===== src/rtl/traffic_lamp_driver.sv =====
// Lamp driver for N_DIR signalised approaches: decodes sequencer colour codes into
// registered R/Y/G lamps, with emergency all-red, night flashing and a latched safety fault.
module traffic_lamp_driver #(
    parameter int N_DIR      = 2,
    parameter bit ACTIVE_LOW = 1'b0,
    parameter int BLINK_DIV  = 25_000_000
) (
    input  logic                 clk,
    input  logic                 rst,
    input  logic [2*N_DIR-1:0]   phase_cmd,
    input  logic                 cmd_valid,
    input  logic                 emerg_active,
    input  logic                 flash_mode,
    input  logic                 fault_clr,
    output logic [3*N_DIR-1:0]   led_output,
    output logic                 fault,
    output logic [1:0]           fault_code,
    output logic [1:0]           mode
);

    localparam int CW = (BLINK_DIV > 2) ? $clog2(BLINK_DIV) : 1;

    typedef enum logic [1:0] {
        MODE_NORMAL = 2'b00,
        MODE_EMERG  = 2'b01,
        MODE_FLASH  = 2'b10,
        MODE_FAULT  = 2'b11
    } mode_t;

    localparam logic [1:0] CODE_NONE     = 2'b00;
    localparam logic [1:0] CODE_CONFLICT = 2'b01;
    localparam logic [1:0] CODE_INVALID  = 2'b10;

    mode_t                mode_reg, mode_next, mode_eff;
    logic                 fault_reg, fault_next;
    logic [1:0]           fault_code_reg, fault_code_next;
    logic [3*N_DIR-1:0]   lamp_reg, lamp_next;
    logic [3*N_DIR-1:0]   led_output_reg, led_output_next;
    logic [CW-1:0]        blink_cnt_reg, blink_cnt_next;
    logic                 blink_on_reg, blink_on_next;

    logic [N_DIR-1:0]     active_vec;
    logic [N_DIR-1:0]     invalid_vec;
    logic [3*N_DIR-1:0]   decoded;
    logic [3*N_DIR-1:0]   all_red;
    logic [3*N_DIR-1:0]   flash_on;
    logic                 conflict;
    logic                 invalid;
    logic                 blink_enter;
    logic [3*N_DIR-1:0]   pattern;

    // Per-approach decode; approach 0 occupies the most significant lamp triplet.
    genvar gi;
    generate
        for (gi = 0; gi < N_DIR; gi++) begin : g_dir
            logic [1:0] code;
            assign code            = phase_cmd[2*gi+1 -: 2];
            assign active_vec[gi]  = (code == 2'b01) || (code == 2'b10);
            assign invalid_vec[gi] = (code == 2'b11);
            assign decoded[3*(N_DIR-gi)-1 -: 3]  = (code == 2'b01) ? 3'b001 :
                                                   (code == 2'b10) ? 3'b010 : 3'b100;
            assign all_red[3*(N_DIR-gi)-1 -: 3]  = 3'b100;
            assign flash_on[3*(N_DIR-gi)-1 -: 3] = (gi == 0) ? 3'b010 : 3'b100;
        end
    endgenerate

    // More than one bit set means two approaches are showing a go/caution colour.
    assign conflict = (active_vec & (active_vec - 1'b1)) != '0;
    assign invalid  = |invalid_vec;

    always_ff @(posedge clk) begin
        if (rst) begin
            mode_reg       <= MODE_NORMAL;
            fault_reg      <= 1'b0;
            fault_code_reg <= CODE_NONE;
            lamp_reg       <= all_red;
            led_output_reg <= ACTIVE_LOW ? ~all_red : all_red;
            blink_cnt_reg  <= '0;
            blink_on_reg   <= 1'b1;
        end else begin
            mode_reg       <= mode_next;
            fault_reg      <= fault_next;
            fault_code_reg <= fault_code_next;
            lamp_reg       <= lamp_next;
            led_output_reg <= led_output_next;
            blink_cnt_reg  <= blink_cnt_next;
            blink_on_reg   <= blink_on_next;
        end
    end

    always_comb begin
        mode_eff        = fault_reg    ? MODE_FAULT :
                          emerg_active ? MODE_EMERG :
                          flash_mode   ? MODE_FLASH : MODE_NORMAL;
        mode_next       = mode_eff;
        fault_next      = fault_reg;
        fault_code_next = fault_code_reg;
        lamp_next       = lamp_reg;
        case (mode_eff)
            MODE_NORMAL: begin
                if (cmd_valid) begin
                    if (conflict) begin
                        fault_next      = 1'b1;
                        fault_code_next = CODE_CONFLICT;
                        mode_next       = MODE_FAULT;
                    end else if (invalid) begin
                        fault_next      = 1'b1;
                        fault_code_next = CODE_INVALID;
                        mode_next       = MODE_FAULT;
                    end else begin
                        lamp_next = decoded;
                    end
                end
            end
            MODE_FAULT: begin
                if (fault_clr) begin
                    fault_next      = 1'b0;
                    fault_code_next = CODE_NONE;
                    mode_next       = emerg_active ? MODE_EMERG :
                                      flash_mode   ? MODE_FLASH : MODE_NORMAL;
                end
            end
            default: ;
        endcase
        if (mode_next != MODE_NORMAL) begin
            lamp_next = all_red;
        end

        // A fresh entry into a blinking mode restarts with a full on-period.
        blink_enter    = ((mode_next == MODE_FLASH) || (mode_next == MODE_FAULT)) &&
                         (mode_next != mode_reg);
        blink_cnt_next = blink_cnt_reg + CW'(1);
        blink_on_next  = blink_on_reg;
        if (blink_enter) begin
            blink_cnt_next = '0;
            blink_on_next  = 1'b1;
        end else if (blink_cnt_reg == CW'(BLINK_DIV - 1)) begin
            blink_cnt_next = '0;
            blink_on_next  = ~blink_on_reg;
        end
    end

    always_comb begin
        pattern = all_red;
        case (mode_next)
            MODE_NORMAL: pattern = lamp_next;
            MODE_EMERG:  pattern = all_red;
            MODE_FLASH:  pattern = blink_on_next ? flash_on : '0;
            MODE_FAULT:  pattern = blink_on_next ? all_red : '0;
            default:     pattern = all_red;
        endcase
        led_output_next = ACTIVE_LOW ? ~pattern : pattern;
    end

    assign led_output = led_output_reg;
    assign fault      = fault_reg;
    assign fault_code = fault_code_reg;
    assign mode       = mode_reg;

endmodule


===== config.mk =====
export PLATFORM = sky130hd
export DESIGN_NAME = traffic_lamp_driver
export DESIGN_NICKNAME = d
export VERILOG_FILES = /design/src/rtl/traffic_lamp_driver.sv
export SDC_FILE = /design/constraint.sdc
export NUM_CORES = 1
export LEC_CHECK = 0
export ABC_CLOCK_PERIOD_IN_PS = 3000
export CORE_UTILIZATION = 45
export DETAILED_ROUTE_END_ITERATION = 12
export GPL_TIMING_DRIVEN = 0
export PLACE_DENSITY_LB_ADDON = 0.15
export SYNTH_ARGS = -nofsm -noshare
export SYNTH_HDL_FRONTEND = slang
export SYNTH_SLANG_ARGS = --single-unit
export TNS_END_PERCENT = 50

===== constraint.sdc =====
create_clock -name clk -period 3 [get_ports clk]
set_clock_uncertainty 0.1 [all_clocks]
set_input_delay 0.45 -clock clk [delete_from_list [all_inputs] [get_ports clk]]
set_output_delay 0.45 -clock clk [all_outputs]
set_load 0.1 [all_outputs]

==> run summary <==
Initial antenna violation count -> 0
Top FF cell, synth -> dfxtp_1
Mapped Cells -> 233
Root Driver -> clkbuf_8
CTS Buf Count -> 5
Syn_area_per_cell -> 9.15 µm²
Leakage power -> 0.980 nW
Routed len/inst -> 13.6 µm
Later-pin clock latency in the skew report -> 0.29 ns
GR Util All Layers -> 18.3%
Cell Count, Final, Fillers Out -> 314
Vias in the first global route -> 1570
Status -> completed
Fmax -> 345 MHz
Cell row count -> 24
Critical path data required time -> 3.10 ns
Final #Nets -> 280
Post-DP Area -> 2390 µm²
Drt first pass iters -> 4
Clk pin slew, worst setup/hold paths -> 0.08 ns
Net switching power figure -> 0.000347 W
Count leader, synth -> dfxtp_1
Top cell type's share of synthesized area -> 40.4%
GPL Wtd Cong -> 0.825
Max Buffers Root-to-Sink -> 2
Leading cell types by count after synthesis -> dfxtp_1 (43), nor2_1 (23), xor2_1 (16)
Final max-slew violation count -> 0
HPWL Detailed -> 2930 µm
Worst slew pin tran -> 0.977 ns
TritonCTS clock tree -> done
Quantity of hold-fixing buffers added after cts -> 0
Synth cell types -> 49
Pwr/cell area -> 494 nW/µm²
H-tree level count -> 2
Setup CP Type -> in2reg
Via count -> 1708
Critical path origin -> emerg_active
Max cap viols -> 0
Mux cell area share after synthesis -> 2.88%
Die width -> 70.8 µm
Sw frac -> 27.2%
Largest register FFs -> 25
Drt total wl -> 4290 µm
Hold Crit Class -> reg2reg
DR iter-0 viols -> 116
Synth Area in Compound Gates -> 15.0%
Initial Util -> 48.0%
Crit Reg-Reg Startpoint -> fault
Area leader, netlist -> dfxtp_1
Post-Synth Simple-Gate Area -> 22.4%
Type of element capturing the critical path -> register
Synth top area cells -> dfxtp_1 (40%), xor2_1 (6.6%), a211oi_1 (5.3%)
Hold_sp -> lamp_reg[2]
TritonCTS Sinks -> 43
Wire length of the first global-routing pass -> 7220 µm
Combinational family with the most area after synthesis -> simple AND/OR/NAND/NOR gates
Max VDD drop -> 0.406 mV
Fin crit share -> 96.6%
Hold path cells -> 2
FF-to-FF path depth -> 9
Startpoint Class -> input pin
Max_slew headroom -> 34.7%
Vias per inst -> 5.44
Count of final hold-check violations -> 0
Synth Warn # -> 0
Post-synthesis sequential area ratio -> 40.4%
I/O Buffers -> 19
I/O pin count -> 21
Global route overflow -> 0
EDFF count, synth -> 0
Synth Area in XOR/XNOR -> 9.80%
Core ar. -> 4440 µm²
Mapped cell area -> 2130 µm²
Clk network pwr share -> 35.9%
Die area -> 5020 µm²
Cell Int Power -> 0.000928 W
Period minus WS final -> 2.90 ns
Cell area after layout -> 2580 µm²
Synth Register Bits -> 43
Combinational share of power -> 17.4%
Vert. Die Dim -> 70.8 µm
DR DRC count -> 0
Worst hold margin -> 0.395 ns
Async set-or-reset flop fraction in the synthesized netlist -> 0%
Cells after DPL -> 304
# diodes -> 0
Critical Path AT -> 3.00 ns
Routed Antenna Nets -> 0
Mapped Nets -> 252
Largest net degree at the start of global routing -> 14
Layout cells sized above 1 -> 13.0%
Min setup slack post-route -> 0.103 ns
Reg power frac -> 46.8%
Setup violations, final -> 0
Worst Setup Slack post-DPL -> -0.320 ns
Max Fanout on Critical Path -> 10
P&R area growth vs syn -> 21.0%
Synth Area in Adders -> 5.28%
## routing by layer
metal / GRT usage (%) / wire, µm
met5: 0 / 0
met4: 6.67 / 35
met3: 3.99 / 160
met2: 25.6 / 1800
met1: 27.4 / 2290
## worst paths after layout
kind	slack (ns)	endpoint
worst max-delay path	0.10	blink_cnt_reg[3]
worst min-delay path	0.40	lamp_reg[2]
worst max register to register	0.52	blink_cnt_reg[3]
worst min register to register	0.40	lamp_reg[2]
## critical path, stage by stage
cell and delay [ns]:
clkdlybuf4s50_1 0.56, nor2b_1 0.11, nor2_1 0.15, inv_1 0.06, ha_2 0.42, nor4b_4 0.07, nor3_4 0.35, o21a_1 0.25
o21ai_4 0.12, clkbuf_4 0.22, a211oi_1 0.22
## cell usage in the layout, fill, tap and decap left out, drive strengths merged, types with 2 or more instances in the layout
| cell | netlist | final |
|---|---|---|
| o21a | 2 | 2 |
| nand2 | 11 | 11 |
| clkbuf | 2 | 10 |
| inv | 9 | 9 |
| a211oi | 16 | 16 |
| xor2 | 17 | 17 |
| nand4 | 9 | 9 |
| buf | 8 | 8 |
| or4 | 2 | 2 |
| o21ai | 2 | 2 |
| or3 | 3 | 3 |
| and4 | 2 | 2 |
| and2 | 2 | 2 |
| nor3 | 9 | 9 |
| ha | 9 | 9 |
| dfxtp | 43 | 43 |
| xnor2 | 6 | 6 |
| a22oi | 2 | 2 |
| nand3 | 13 | 13 |
| or2 | 2 | 2 |
| and3 | 6 | 6 |
| clkdlybuf4s50 | 0 | 19 |
| nor2b | 3 | 3 |
| a21oi | 14 | 14 |
| nor2 | 23 | 23 |
| o211a | 2 | 2 |
| mux2i | 5 | 5 |
## power by group through the flow
| stage | clock, W | combinational (W) | sequential [W] |
|---|---|---|---|
| after floorplan | 0 | 0.0000958 | 0.000661 |
| after global placement | 0 | 0.000199 | 0.000609 |
| after detailed placement | 0 | 0.000200 | 0.000609 |
| after CTS | 0.000472 | 0.000203 | 0.000596 |
| after global routing | 0.000496 | 0.000238 | 0.000599 |
| final | 0.000457 | 0.000221 | 0.000597 |
## metrics by stage
| step | power, W | TNS, ns | utilization [%] |
|---|---|---|---|
| 5_1_grt | 0.00133 | -0.0226 | 58.0 |
| 2_1_floorplan | 0.000757 | 0 | - |
| 4_1_cts | 0.00127 | 0 | 56.6 |
| 3_3_place_gp | 0.000808 | -5.05 | 53.7 |
| 6_report | 0.00128 | 0 | 58.0 |
| 3_5_place_dp | 0.000808 | -6.26 | 53.7 |
## area by class of cell
cell class	count	area (µm²)
fillers	409	1870
multi-input cells	171	1230
flip-flops and latches	43	862
repair buffers	21	205
clock buffers	6	82.6
well taps	52	65.1
plain buffers	10	62.6
clock inverters	2	35.0
inverters	9	33.8
## cells by family (layout without fill, tap and decap cells)
family                     after synthesis  in the layout
and+or+nand+nor                         89             89
adders and majority gates                9              9
buffers and inverters                   19             48
muxes                                    6              6
AOI/OAI and AO/OA                       44             44
xor gates and xnor gates                23             23
DFF                                     43             43
## what timing repair did
action	CTS	global route
setup endpoints to repair	4	20
pin swaps	0	3
resized for setup	2	10
buffers inserted	0	2
Note: power is estimated with default switching activity, not from simulation.
